### src/rtl/pixel_stream_tx_pkg.sv
// Shared defaults and FSM state type for the pixel stream frame source.
package pixel_stream_tx_pkg;

    localparam int unsigned IMG_W_DEF  = 320;
    localparam int unsigned IMG_H_DEF  = 240;
    localparam int unsigned PIX_W_DEF  = 8;
    localparam int unsigned ADDR_W_DEF = $clog2(IMG_W_DEF * IMG_H_DEF);

    typedef enum logic [1:0] {
        IDLE  = 2'd0,
        LINE  = 2'd1,
        WAIT  = 2'd2,
        DRAIN = 2'd3
    } tx_state_t;

endpackage

### src/rtl/pixel_stream_tx_if.sv
// Control, memory-read and pixel-stream signals of pixel_stream_tx.
interface pixel_stream_tx_if
    import pixel_stream_tx_pkg::*;
#(
    parameter int unsigned PIX_W  = PIX_W_DEF,
    parameter int unsigned ADDR_W = ADDR_W_DEF
);
    logic              start_in;
    logic              mem_rd_out;
    logic [ADDR_W-1:0] mem_addr_out;
    logic [PIX_W-1:0]  mem_data_in;
    logic [PIX_W-1:0]  pixel_data_out;
    logic              pixel_data_valid_out;
    logic              line_done_in;
    logic              busy_out;
    logic              frame_done_out;
    logic              credit_err_out;

    modport master (
        input  start_in, mem_data_in, line_done_in,
        output mem_rd_out, mem_addr_out, pixel_data_out, pixel_data_valid_out,
               busy_out, frame_done_out, credit_err_out
    );

    modport slave (
        output start_in, mem_data_in, line_done_in,
        input  mem_rd_out, mem_addr_out, pixel_data_out, pixel_data_valid_out,
               busy_out, frame_done_out, credit_err_out
    );
endinterface

### src/rtl/pixel_stream_tx_rd_latency_pipe.sv
// Valid shift register matching the memory read latency; o_busy flags reads in flight.
module rd_latency_pipe #(
    parameter int unsigned DEPTH = 1
) (
    input  logic clk_in,
    input  logic rst_in,
    input  logic i_rd,
    output logic o_valid,
    output logic o_busy
);
    logic [DEPTH-1:0] r_pipe;

    always_ff @(posedge clk_in or negedge rst_in) begin
        if (!rst_in) begin
            r_pipe <= '0;
        end else begin
            r_pipe <= (r_pipe << 1) | DEPTH'(i_rd);
        end
    end

    assign o_valid = r_pipe[DEPTH-1];
    assign o_busy  = |r_pipe;
endmodule

### src/rtl/pixel_stream_tx.sv
// Raster-order frame reader with line-credit flow control toward the line-buffer front end.
module pixel_stream_tx
    import pixel_stream_tx_pkg::*;
#(
    parameter int unsigned IMG_W         = IMG_W_DEF,
    parameter int unsigned IMG_H         = IMG_H_DEF,
    parameter int unsigned PIX_W         = PIX_W_DEF,
    parameter int unsigned ADDR_W        = ADDR_W_DEF,
    parameter int unsigned PRELOAD_LINES = 4,
    parameter int unsigned MEM_LAT       = 1
) (
    input  logic                  clk_in,
    input  logic                  rst_in,
    pixel_stream_tx_if.master     bus
);
    localparam int unsigned COL_W  = $clog2(IMG_W);
    localparam int unsigned LINE_W = $clog2(IMG_H);
    localparam int unsigned CW     = $clog2(PRELOAD_LINES + 1);

    tx_state_t         r_state, w_next_state;
    logic [COL_W-1:0]  r_col;
    logic [LINE_W-1:0] r_line;
    logic [ADDR_W-1:0] r_addr;
    logic [CW-1:0]     r_credits, w_credits_nxt;
    logic              r_err;

    logic              w_rd, w_line_end, w_last_line, w_ld_ok, w_err_set;
    logic              w_valid, w_pipe_busy, w_frame_done;
    logic [PIX_W-1:0]  w_pix;

    assign w_rd        = (r_state == LINE);
    assign w_line_end  = w_rd && (r_col == COL_W'(IMG_W - 1));
    assign w_last_line = (r_line == LINE_W'(IMG_H - 1));
    assign w_ld_ok     = bus.line_done_in && ((r_state == LINE) || (r_state == WAIT));
    assign w_err_set   = w_ld_ok && !w_line_end && (r_credits == CW'(PRELOAD_LINES));

    // A line end and a returned credit in the same cycle cancel out.
    always_comb begin
        w_credits_nxt = r_credits;
        if (w_line_end && !w_ld_ok) begin
            w_credits_nxt = r_credits - CW'(1);
        end else if (!w_line_end && w_ld_ok && (r_credits != CW'(PRELOAD_LINES))) begin
            w_credits_nxt = r_credits + CW'(1);
        end
    end

    always_comb begin
        w_next_state = r_state;
        w_frame_done = 1'b0;
        case (r_state)
            IDLE: begin
                if (bus.start_in) w_next_state = LINE;
            end
            LINE: begin
                if (w_line_end) begin
                    if (w_last_line)               w_next_state = DRAIN;
                    else if (w_credits_nxt == '0)  w_next_state = WAIT;
                end
            end
            WAIT: begin
                if (r_credits != '0) w_next_state = LINE;
            end
            DRAIN: begin
                if (!w_pipe_busy) begin
                    w_frame_done = 1'b1;
                    w_next_state = IDLE;
                end
            end
            default: w_next_state = IDLE;
        endcase
    end

    always_ff @(posedge clk_in or negedge rst_in) begin
        if (!rst_in) r_state <= IDLE;
        else         r_state <= w_next_state;
    end

    always_ff @(posedge clk_in or negedge rst_in) begin
        if (!rst_in) begin
            r_col     <= '0;
            r_line    <= '0;
            r_addr    <= '0;
            r_credits <= '0;
            r_err     <= 1'b0;
        end else begin
            r_err <= r_err | w_err_set;
            if ((r_state == IDLE) && bus.start_in) begin
                r_col     <= '0;
                r_line    <= '0;
                r_addr    <= '0;
                r_credits <= CW'(PRELOAD_LINES);
            end else begin
                r_credits <= w_credits_nxt;
                if (w_rd) begin
                    r_addr <= r_addr + ADDR_W'(1);
                    if (w_line_end) begin
                        r_col  <= '0;
                        r_line <= r_line + LINE_W'(1);
                    end else begin
                        r_col  <= r_col + COL_W'(1);
                    end
                end
            end
        end
    end

    rd_latency_pipe #(.DEPTH(MEM_LAT)) u_rd_pipe (
        .clk_in  (clk_in),
        .rst_in  (rst_in),
        .i_rd    (w_rd),
        .o_valid (w_valid),
        .o_busy  (w_pipe_busy)
    );

    // Memory data is passed straight through but held at zero outside valid cycles.
    assign w_pix = w_valid ? bus.mem_data_in : '0;

    assign bus.mem_rd_out           = w_rd;
    assign bus.mem_addr_out         = r_addr;
    assign bus.pixel_data_out       = w_pix;
    assign bus.pixel_data_valid_out = w_valid;
    assign bus.busy_out             = (r_state != IDLE);
    assign bus.frame_done_out       = w_frame_done;
    assign bus.credit_err_out       = r_err;
endmodule

### src/flat_wrapper.sv
// flat-port wrapper written by rule: the top's interface ports become plain ports
module pixel_stream_tx_flat import pixel_stream_tx_pkg::*;
#(
    parameter int unsigned IMG_W         = IMG_W_DEF,
    parameter int unsigned IMG_H         = IMG_H_DEF,
    parameter int unsigned PIX_W         = PIX_W_DEF,
    parameter int unsigned ADDR_W        = ADDR_W_DEF,
    parameter int unsigned PRELOAD_LINES = 4,
    parameter int unsigned MEM_LAT       = 1
)
  (clk_in, rst_in, bus_start_in, bus_mem_data_in, bus_line_done_in, bus_mem_rd_out, bus_mem_addr_out, bus_pixel_data_out, bus_pixel_data_valid_out, bus_busy_out, bus_frame_done_out, bus_credit_err_out);
  pixel_stream_tx_if #(.PIX_W(PIX_W), .ADDR_W(ADDR_W)) bus_i ();
  input  logic clk_in;
  input  logic rst_in;
  input wire logic [$bits(bus_i.start_in)-1:0] bus_start_in;
  input wire logic [$bits(bus_i.mem_data_in)-1:0] bus_mem_data_in;
  input wire logic [$bits(bus_i.line_done_in)-1:0] bus_line_done_in;
  output wire logic [$bits(bus_i.mem_rd_out)-1:0] bus_mem_rd_out;
  output wire logic [$bits(bus_i.mem_addr_out)-1:0] bus_mem_addr_out;
  output wire logic [$bits(bus_i.pixel_data_out)-1:0] bus_pixel_data_out;
  output wire logic [$bits(bus_i.pixel_data_valid_out)-1:0] bus_pixel_data_valid_out;
  output wire logic [$bits(bus_i.busy_out)-1:0] bus_busy_out;
  output wire logic [$bits(bus_i.frame_done_out)-1:0] bus_frame_done_out;
  output wire logic [$bits(bus_i.credit_err_out)-1:0] bus_credit_err_out;
  assign bus_i.start_in = bus_start_in;
  assign bus_i.mem_data_in = bus_mem_data_in;
  assign bus_i.line_done_in = bus_line_done_in;
  assign bus_mem_rd_out = bus_i.mem_rd_out;
  assign bus_mem_addr_out = bus_i.mem_addr_out;
  assign bus_pixel_data_out = bus_i.pixel_data_out;
  assign bus_pixel_data_valid_out = bus_i.pixel_data_valid_out;
  assign bus_busy_out = bus_i.busy_out;
  assign bus_frame_done_out = bus_i.frame_done_out;
  assign bus_credit_err_out = bus_i.credit_err_out;
  pixel_stream_tx #(.IMG_W(IMG_W), .IMG_H(IMG_H), .PIX_W(PIX_W), .ADDR_W(ADDR_W), .PRELOAD_LINES(PRELOAD_LINES), .MEM_LAT(MEM_LAT)) u_core (.clk_in(clk_in), .rst_in(rst_in), .bus(bus_i));
endmodule
### config.mk
export PLATFORM = sky130hd
export DESIGN_NAME = pixel_stream_tx_flat
export DESIGN_NICKNAME = d
export VERILOG_FILES = /design/src/rtl/pixel_stream_tx_pkg.sv /design/src/rtl/pixel_stream_tx_if.sv /design/src/rtl/pixel_stream_tx_rd_latency_pipe.sv /design/src/rtl/pixel_stream_tx.sv /design/src/flat_wrapper.sv
export SDC_FILE = /design/constraint.sdc
export NUM_CORES = 1
export LEC_CHECK = 0
export BUFFER_PORTS_ARGS = -buffer_cell sky130_fd_sc_hd__buf_2
export CORE_ASPECT_RATIO = 1.2
export CORE_UTILIZATION = 40
export CTS_CLUSTER_DIAMETER = 60
export CTS_CLUSTER_SIZE = 25
export DETAILED_ROUTE_END_ITERATION = 10
export PLACE_DENSITY = 0.59
export REMOVE_ABC_BUFFERS = 1
export SETUP_SLACK_MARGIN = 0.1
export SYNTH_ARGS = -nofsm -noshare
export SYNTH_HDL_FRONTEND = slang
export SYNTH_HIERARCHICAL = 1
export SYNTH_SLANG_ARGS = --single-unit
### constraint.sdc
create_clock -name clk_in -period 4.9 [get_ports clk_in]
set_input_delay 0.98 -clock clk_in [delete_from_list [all_inputs] [get_ports clk_in]]
set_output_delay 0.98 -clock clk_in [all_outputs]
set_load 0.02 [all_outputs]
==> impl_summary.md, run 1 <==
Die
The number of placement rows is 30. In this run the vertical extent of the chip is 86.1 µm. between 40 and 50 I/O pins were placed. Once the floorplan was initialized, standard cells occupied 41.6% of the core. The die covers 6210 µm². The area of the core region is approximately 5700 µm². The width of the die is between 70 and 80 µm.

Timing
The count of final hold-check violations is 0. For the pin with the worst max-slew slack, the measured transition is 904 ps. The total negative setup slack is 0 ps. The largest clock skew in the final design is between 3 and 4 ps. The maximum operating frequency is around 0.39 GHz.

The post-route worst hold slack is 488 ps. Setup violations remaining at the end of the flow were counted as 0. The count of final max-slew check failures came to 0. The shortest period the worst path allows is 2570 ps. Setup repair after global routing left no endpoint under its margin. The relative max-transition margin is 39.8%. The share of the cycle needed by the critical path after routing is 52.4%. Setup slack on the critical path of the routed design comes to 2330 ps.

Clock network
The insertion delay to the later sink of the worst-skew pair is 290 ps. The H-tree was split into 2 levels. After clock tree synthesis, the flow added hold-fix buffers numbering 0. The clock tree from TritonCTS is built. The maximum clock insertion buffer count is 2. The TritonCTS buffer count is 5. The number of gates resized after cts is 0.

Once the clock tree was built, the setup fixing pass inserted 0 buffers. The root buffer selected by CTS is clkbuf_8. The tree built by TritonCTS fans out to 41 sinks.

Clock-pin slew was measured on the worst setup and hold paths at 80 ps.

Global route
Entering global routing, the biggest net connects 42 pins. The global router's overall resource usage is roughly 17%. The global-route congestion overflow total is 0. The number of global-route vias before repair came to ~1,800. The first global-routing pass estimated 8060 µm of wire. The initial antenna violation count is 0.

Synthesis
In the synthesized netlist the dominant register cell turns out to be dfrtp_1. In the synthesized netlist, the cells that appear most often are dfrtp_1, nor2_1, nand2_1. Yosys printed 6 warnings. The synthesized design contains 0 enable-type register cells. The leading area contributor after synthesis is dfrtp_1. The cell count after synthesis came out at 253.

After synthesis, the netlist uses between 50 and 60 different library cells. The synthesis-stage register bit count is 41. The fraction of registers with async set or reset after synthesis is 100%. The most used standard cell by instance count after synthesis is dfrtp_1.

The synthesized netlist occupies a cell area of roughly 2400 µm². Of the synthesized area, sequential elements account for 43.5%. A synthesized cell averages 9.32 µm². After synthesis, the largest area contributor takes up 43.5% of total cell area.

After synthesis, the cell types taking the most area are dfrtp_1, ha_1, nor2_1, xnor2_1, nand2_1.

Power
Summed over all nets, the switching power comes to 0.000212 W. Registers are responsible for about half of the overall power. Of the total power, the share spent switching nets is 27.1%.

The internal power contribution is 0.000569 W. The combinational fraction of design power is a little under a fifth. Power spread over the standard cell area amounts to 286 nW/µm². The static leakage power is 1.25 nW.

In this run, the clock network consumes 33.8% of the power. The worst-case IR drop observed on VDD is approximately 140 µV.

Final layout
The area taken by flip-flops and latches is 1030 µm². The layout cell share with drive strength beyond 1 is 20.8%. Fill cells in the final layout number between 500 and 600. The area added between synthesis and finish is 15.9%. The number of antenna diodes in the final layout is 0.

The number of nets in the layout is 315. Once layout is complete, the cells apart from fillers number 373. The multi-input combinational cells in the finished layout cover a total of between 1000 and 1500 µm².

Drt
The final route contains roughly 1,900 vias. The first TritonRoute pass finished after 4 iterations. The number of routed nets with antenna violations is 0.

Wires add up to 4750 µm. The violation count after the first detailed-routing iteration is 41. After detailed routing, the number of vias per cell comes to 5.20. For this run, design rule violations remaining after detail routing come to 0. The average wire length per cell after detail routing is between 10 and 15 µm.

Placed design
Before CTS, the worst setup slack after placement is 2530 ps. The count of buffers added on input and output ports is 41. Once placement completed, the tool counted placed cells totaling 366. Routability-driven placement finished with a final weighted congestion of 0.785. The HPWL after detailed placement is between 3000 and 4000 µm.

Hold path
The worst hold path begins at u_core/bus.credit_err_out. The worst hold-check path type is reg2reg.

Status
The flow ran to the end, and the final reports show no timing, DRC or antenna violations.

Worst setup path
The critical path required time is between 3000 and 4000 ps. Tracing the worst setup path back leads to its startpoint at u_core/r_state[1]. The cell type of the slowest stage on the worst timing path is ha_1. The kind of cell with the highest combined delay on the critical path is adder cells. The critical path is of the reg2out type. The number of buffer and inverter stages on the critical path is 2. The signal on the critical path passes through inv_1, ha_1, buf_2. The start of the worst register-to-register path is u_core/r_state[1]. The maximum net fanout on the critical path is 15. The worst setup slack for register-to-register paths is 2560 ps. The worst setup path is captured at a primary output. The delay of the slowest critical-path stage is approximately 510 ps. The kind of start point of the critical path is a flip-flop.

The signal arrival time at the worst endpoint is 1590 ps.

Job
The number of violations of the max-capacitance limit is 0.
==> flip-flops by register name, indices dropped and copies added, names as in the netlist <==
name / cells
u_core/r_col: 9
u_core/bus.mem_addr_out: 17
u_core/u_rd_pipe/o_busy: 1
u_core/r_credits: 3
u_core/bus.credit_err_out: 1
u_core/r_line: 8
u_core/r_state: 2
==> power groups by stage <==
stage / combinational [W] / clock [W] / sequential, W
CTS: 0.000144 / 0.000272 / 0.000375
global placement: 0.000144 / 0 / 0.000383
global route: 0.000159 / 0.000290 / 0.000378
detailed placement: 0.000143 / 0 / 0.000382
finish: 0.000141 / 0.000264 / 0.000375
floorplan: 0.000103 / 0 / 0.000383
==> per-stage QoR <==
stage	cell area [µm²]	util, %	power [W]
finish	2730	48.2	0.000780
detailed placement	2630	46.4	0.000525
global route	2730	48.2	0.000828
global placement	2630	46.4	0.000527
floorplan	2320	-	0.000486
CTS	2730	48.2	0.000791
==> final cells by class <==
type / count / share of cell area, %
clock buffer: 5 / 2.52
clock inverter: 2 / 1.28
inverter: 10 / 1.37
multi-input combinational: 193 / 45.8
sequential: 41 / 37.5
tap: 80 / 3.66
timing repair buffer: 42 / 7.78
==> path summary, 6_finish.rpt <==
path,to,depth (start not counted)
worst max-delay path,bus_mem_rd_out,3
worst min-delay path,u_core/bus.credit_err_out,1
worst max register to register,u_core/r_state[0],7
worst min register to register,u_core/bus.credit_err_out,1
max in group asynchronous,u_core/r_state[0],1
min in group asynchronous,u_core/r_credits[2],1
==> cell usage in the layout, fill, tap and decap left out, types with 2 or more instances in the layout <==
master,n
o21ai_0,11
a211oi_1,2
and4_1,4
nor2_1,33
nand2_1,21
buf_2,41
and2_1,11
inv_1,9
nor2b_1,2
nand4_1,8
or3_1,6
xor2_1,8
dfrtp_1,41
nand3_1,10
ha_1,10
a21oi_1,14
mux2i_1,2
a31oi_1,2
clkbuf_8,5
xnor2_1,13
nor4_1,3
nor3_1,6
and3_1,2
==> cell families (layout without fill, tap and decap cells) <==
kind of cell | Yosys count | after routing | share of synthesized area (%)
AND/OR/NAND/NOR | 116 | 116 | 26.3
AO/OA/AOI/OAI | 44 | 44 | 12.9
flip-flops | 41 | 41 | 43.5
XOR/XNOR | 21 | 21 | 7.80
buffers and inverters | 19 | 59 | 3.39
adder cells (fa/ha/maj) | 10 | 10 | 5.31
multiplexers | 2 | 2 | 0.849
==> routing by layer <==
| metal | global-route usage [%] | vias up | share of wire [%] |
|---|---|---|---|
| met4 | 7.84 | 0 | 1.7 |
| met5 | 0 | - | 0 |
| li1 | - | 966 | - |
| met2 | 30.6 | 47 | 50 |
| met3 | 3.64 | 4 | 4.3 |
| met1 | 18.6 | 923 | 44 |
(Power assumes the default switching activity.)
==> run 2, diff against run 1 <==
- PLACE_DENSITY: 0.59 -> 0.62
- clock period: 4.9 -> 2.3 ns (I/O delays scaled with it)
==> impl_summary.md, run 2 (synthesis results as in run 1) <==
Final layout
The final non-filler cell area is 2750 µm² (+0.64%). The layout cell share with drive strength beyond 1 is 22.5% (+1.7 points). The number of inserted diodes is 0 (unchanged).

The number of nets in the layout was 319 (+1.3%). The area added between synthesis and finish is 16.6%. In the layout the commonest cells are buf_2, dfrtp_1, nor2_1. The number of flip-flops under the largest register name is 17 (unchanged).

Clock network
The TritonCTS buffer count came to 5 (unchanged). The number of clock sinks is 41 (unchanged). TritonCTS built the clock tree. The number of buffers added to fix hold violations after cts came to 0 (unchanged). The H-tree depth was 2 (unchanged).

The buffer count from post-CTS setup fixing was 0 (unchanged). The number of gates resized after cts came to 0 (unchanged). The maximum clock insertion buffer count came to 2 (unchanged).

The root buffer selected by CTS is clkbuf_8. The register clock-pin slew on the reported worst setup and hold paths is 80 ps (about the same). The insertion delay to the later sink of the worst-skew pair is 280 ps (about the same).

Timing
The slew of the pin with the lowest slew margin is 589 ps (-315 ps). The relative max-transition margin is 60.4% (+21 points). Setup repair after global routing left no endpoint under its margin. The post-route worst hold slack is 227 ps (-261 ps). The final worst setup slack was 330 ps (-2000 ps). The worst path in the final design needs a cycle of 1970 ps, including I/O delays and setup. The count of final max-slew check failures was 0 (unchanged). The count of final hold-check violations is 0 (unchanged). The share of the cycle needed by the critical path after routing is approximately 86%. The setup-violating endpoint count in the final report is 0 (unchanged). Static timing analysis puts the maximum clock frequency at 0.508 GHz. The total negative setup slack came to 0 ps (unchanged). The largest clock skew in the final design is 3.72 ps (+0.513 ps).

Global route
The initial antenna violation count is 0 (unchanged). The global-route wire length before repair is 8450 µm (+4.9%). The global router's overall resource usage is 17.1% (+0.24 points). The number of global-route vias before repair was 1,875 (+4.9%). The largest net degree at the start of global routing was 42 (unchanged). The global-route congestion overflow total is 0 (unchanged).

Placed design
The number of port buffers came to 41 (unchanged). The weighted congestion at the end of routability-driven global placement was 0.769 (-2.1%). The placement-stage worst setup slack is 173 ps (-2360 ps). The total placed instance area is 2660 µm² (+1.1%). The detailed placer's ending HPWL is 3440 µm (+2.3%).

Worst setup path
The maximum net fanout on the critical path is 10 (-5). The critical path start-end classification is reg2reg. The critical path required time is 2470 ps (-1450 ps).

The endpoint class of the critical path is a flip-flop. The cell count of the worst reg-to-reg path is 7 (unchanged). The worst register-to-register path ends at u_core/r_line[7]. The signal arrival time at the worst endpoint is 2140 ps (+550 ps). The startpoint identified for the worst register-to-register timing path is u_core/r_state[1]. The kind of start point of the critical path is a flip-flop. The worst setup slack for register-to-register paths is 330 ps (-2230 ps).

Die
The area of the core region is 5670 µm² (unchanged). The effective utilization at floorplan is 41.6% (unchanged). The width of the die is 72.1 µm (unchanged). The number of placement rows came to 30 (unchanged).

The boundary pin count is 42 (unchanged). The total die area was 6210 µm² (unchanged). The vertical extent of the die is 86.1 µm (unchanged).

Power
The total power after layout was 0.00157 W (+100%). The static leakage power is 1.25 nW (+0.25%). The maximum ir drop on the vdd rail is 446 µV (+210%). The power per cell area came to 571 nW/µm² (+100%).

Drt
The violation count after the first detailed-routing iteration is 60 (+46%). The average wire length per cell after detail routing is 12.6 µm (-0.74%). The mean number of vias per cell was 5.13 (-1.4%).

The number of routed nets with antenna violations is 0 (unchanged). The sum of routed wire length over all layers is 4780 µm (+0.59%). The number of DRC violations after detailed routing is 0 (unchanged). The total iterations of the first detailed-routing run is 4 (unchanged). The count of vias placed by the detailed router is 1,939 (-0.052%).

Hold path
The worst hold-check path type is in2async.

Status
The run finished with clean final reports.

Job
The number of violations of the max-capacitance limit is 0 (unchanged).
[run 2: routing by layer]
metal	GRT usage [%]	part of all wire, %	up-vias
li1	-	-	968
met1	21.5	46	924
met2	29.8	49	43
met3	3.06	3.8	4
met4	5.17	0.57	0
met5	0	0	-
[run 2: worst max path at each step]
stage | start | endpoint | slack, ps | cells after the start
global route | u_core/r_state[1] | u_core/r_state[0] | 160 | 7
CTS | u_core/r_state[1] | u_core/r_line[7] | 150 | 7
floorplan | u_core/r_state[1] | u_core/r_credits[2] | 150 | 6
finish | u_core/r_state[1] | u_core/r_line[7] | 330 | 7
detailed placement | u_core/r_state[1] | u_core/r_line[7] | 170 | 7
global placement | u_core/r_state[1] | u_core/r_state[0] | 260 | 7
[run 2: cell type report]
type / count / area [µm²]
Clock buffer: 6 / 72.6
Clock inverter: 2 / 15.0
Fill cell: 550 / 2920
Inverter: 10 / 37.5
Multi-Input combinational cell: 193 / 1260
Sequential cell: 41 / 1030
Tap cell: 80 / 100
Timing Repair Buffer: 46 / 243
[run 2: metrics by stage]
step / instances / utilization [%]
global placement: 370 / 46.9
finish: 378 / 48.5
global route: 378 / 48.5
floorplan: 244 / -
detailed placement: 370 / 46.9
CTS: 378 / 48.5
[run 2: critical path, stage by stage, from the launching register on]
cell and delay, ps:
dfrtp_1 420, inv_1 110, ha_2 280, and2_2 250, nand3_2 210, nor4_1 390
xnor2_1 160, nor2_1 50
[run 2: report_power, final]
part | leakage, nW | total [W] | switching [W] | internal [W]
combinational | 0.724 | 0.000306 | 0.000166 | 0.000140
sequential | 0.490 | 0.000802 | 0.0000459 | 0.000756
clock | 0.0374 | 0.000461 | 0.000247 | 0.000214
==> run 3, diff against run 2 <==
- ABC_AREA: not set -> 1
==> impl_summary.md, run 3 <==
Clock network
The register clock-pin slew on the reported worst setup and hold paths is 90 ps (about the same). The TritonCTS buffer count is 5 (unchanged). The buffer count from post-CTS setup fixing is 0 (unchanged).

The number of buffers added to fix hold violations after cts is 0 (unchanged). The insertion delay to the later sink of the worst-skew pair is 290 ps (about the same). The clock tree from TritonCTS is built. The root buffer selected by CTS is clkbuf_8.

The number of gates resized after cts is 0 (unchanged). The number of clock sinks is 41 (unchanged). The maximum clock insertion buffer count came to 2 (unchanged). The H-tree depth came to 2 (unchanged).

Worst setup path
STA classifies the critical path endpoint as a flip-flop. The critical path in this run is classified as reg2reg. The signal arrival time at the worst endpoint came to 2040 ps (-100 ps). The critical path required time is 2490 ps (+20 ps).

The cell count of the worst reg-to-reg path came to 7 (unchanged). The maximum net fanout on the critical path is 12 (+2). The start of the worst register-to-register path is u_core/r_state[1]. Among cell families on the critical path, the largest total delay comes from simple AND/OR/NAND/NOR gates.

The worst setup slack for register-to-register paths is 440 ps (+110 ps). On the critical path, the stage with the largest delay is an instance of dfrtp_1. The number of buffer and inverter stages on the critical path came to 2 (+1).

The worst setup path startpoint is u_core/r_state[1]. The logic depth of the worst path, buffers included is 7 (unchanged). The delay of the slowest critical-path stage was 410 ps (about the same).

STA classifies the critical path startpoint as a flip-flop. The signal on the critical path passes through inv_1, ha_1, buf_4, nand3_4, nor2_1, nand3_1, o221a_2.

Final layout
The layout cell share with drive strength beyond 1 came to 22.6% (+0.097 points). The most frequent standard cell in the layout excluding fill and tap cells is nand2_1. The library cells used most frequently in the layout, excluding fill and tap cells, are nand2_1, inv_1, buf_2, dfrtp_1, nor2_1. The number of inserted diodes was 0 (unchanged). The area taken by multi-input logic gates is 1100 µm² (-12%). The area taken by flip-flops and latches came to 1030 µm² (unchanged). The final non-filler cell area came to 2790 µm² (+1.3%).

The number of flip-flops under the largest register name is 17 (unchanged). The number of filler cells placed in the layout came to 560 (+1.8%). From synthesis to final layout, the design area changed by 18.5%. The number of nets in the layout is 362 (+13%).

Synthesis
The count of synthesis-stage warnings from yosys came to 6 (unchanged). The average size of a mapped cell is 8.00 µm² (-14%). The fraction of registers with async set or reset after synthesis came to 100% (unchanged). The number of enable flip-flop cells after synthesis is 0 (unchanged). The number of distinct library cell variants in the gate-level netlist after synthesis was 36 (-29%). After synthesis, the most frequently instantiated cells are nand2_1, inv_1, dfrtp_1. The fraction of synthesized cell area taken by the top area cell type is 43.6% (+0.12 points). The combined area of all synthesized cells is 2350 µm² (-0.27%).

The instance count of the mapped netlist was 294 (+16%). The sequential element share of the synthesized area is 43.6% (+0.12 points). dfrtp_1 takes more of the synthesized area than any other cell. In the post-synthesis netlist, the cell with the most instances is nand2_1. The synthesis-stage register bit count is 41 (unchanged). In the post-synthesis netlist, the biggest area contributors are dfrtp_1, nand2_1, inv_1, ha_1, a21oi_1. The leading register cell type out of synthesis is dfrtp_1.

Die
The vertical extent of the die came to 86.0 µm (-0.13%). The total die area is 6190 µm² (-0.25%). The boundary pin count is 42 (unchanged).

The effective utilization at floorplan is 41.5% (-0.11 points). The number of placement rows is 30 (unchanged). The width of the die is 72.0 µm (-0.12%). The area of the core region is 5670 µm² (unchanged).

Drt
The count of vias placed by the detailed router is 2,053 (+5.9%). The sum of routed wire length over all layers came to 4840 µm (+1.2%). The mean number of vias per cell is 4.88 (-4.9%). The violation count after the first detailed-routing iteration is 87 (+45%). The number of routed nets with antenna violations is 0 (unchanged). The number of DRC violations after detailed routing is 0 (unchanged). The total iterations of the first detailed-routing run is 4 (unchanged). The average wire length per cell after detail routing came to 11.5 µm (-9.1%).

Timing
The shortest period the worst path allows is 1860 ps (-113 ps). The maximum operating frequency was 0.538 GHz (+6.1%). The relative max-transition margin is 66.0% (+5.6 points). The total negative setup slack is 0 ps (unchanged). The count of final max-slew check failures is 0 (unchanged).

The share of the cycle needed by the critical path after routing came to 80.7% (-4.9 points). Setup repair after global routing left no endpoint under its margin. The slew of the pin with the lowest slew margin is 511 ps (-78.0 ps). The setup-violating endpoint count in the final report came to 0 (unchanged). The largest clock skew in the final design is 11.4 ps (+7.73 ps). The count of final hold-check violations is 0 (unchanged).

Global route
The global-route congestion overflow total is 0 (unchanged). The initial antenna violation count came to 0 (unchanged). The global router's overall resource usage is 17.0% (-0.13 points). The number of global-route vias before repair came to 1,840 (-1.9%). The global-route wire length before repair is 8250 µm (-2.4%). The largest net degree at the start of global routing is 22 (-48%).

Job
The number of violations of the max-capacitance limit is 0 (unchanged).

Placed design
The number of port buffers is 41 (unchanged). The weighted congestion at the end of routability-driven global placement was 0.785 (+2.1%). The total placed instance area is 2670 µm² (+0.28%).

The detailed placer's ending HPWL came to 3650 µm (+6.3%).

Power
The static leakage power is 1.46 nW (+16%). The power per cell area came to 931 nW/µm² (+63%). The maximum ir drop on the vdd rail was 504 µV (+13%).

Hold path
The path class of the tightest hold or removal check is in2async.

Status
The run finished with clean final reports.
-- run 3: area by class of cell --
type / count / share of cell area, %
Multi-Input combinational cell: 197 / 39.5
Sequential cell: 41 / 36.8
Timing Repair Buffer: 46 / 9.16
Inverter: 49 / 6.60
Tap cell: 80 / 3.59
Clock buffer: 6 / 2.96
Clock inverter: 2 / 1.35
-- run 3: report_power, final --
group / leakage (nW) / switching, W / internal [W]
logic: 0.851 / 0.000689 / 0.000338
registers: 0.547 / 0.000127 / 0.000837
clock network: 0.0574 / 0.000252 / 0.000353
total: 1.46 / 0.00107 / 0.00153
-- run 3: path summary, 6_finish.rpt --
path                                               end
setup / recovery                      u_core/r_line[6]
hold / removal             u_core/bus.mem_addr_out[13]
setup reg to reg                      u_core/r_line[6]
hold reg to reg              u_core/bus.credit_err_out
max in group asynchronous              u_core/r_col[3]
min in group clk_in          u_core/bus.credit_err_out
-- run 3: kinds of logic after synthesis --
kind of cell	synth area share [%]
simple gates	27.4
buf+inv	9.57
flops	43.6
xor+xnor	0.745
compound gates	13.3
fa+ha+maj	5.32
-- run 3: metal layers --
layer | share of wire [%] | global-route usage [%] | wire (µm) | vias up
met4 | 1.8 | 6.06 | 88 | 0
met3 | 3.7 | 3.88 | 177 | 7
met5 | 0 | 0 | 0 | -
met1 | 48 | 22.3 | 2310 | 962
met2 | 47 | 27.5 | 2260 | 41
li1 | - | - | - | 1043
-- run 3: worst reg2reg max path: cells and delay by family (launching register included) --
family                     cells  cell delay (ps)
and+or+nand+nor                3              570
DFF                            1              410
buffers and inverters          2              310
AOI/OAI and AO/OA              1              290
adders and majority gates      1              180
-- run 3: stage by stage --
stage / hold slack, ps / setup WS, ps / power, W / utilization [%] / cells
after floorplan: 164 / 175 / 0.00168 / - / 287
after global placement: 457 / 456 / 0.00200 / 47.0 / 413
after detailed placement: 463 / 424 / 0.00201 / 47.0 / 413
after CTS: 136 / 418 / 0.00263 / 49.2 / 421
after global routing: 143 / 205 / 0.00283 / 49.2 / 421
final: 126 / 443 / 0.00260 / 49.2 / 421
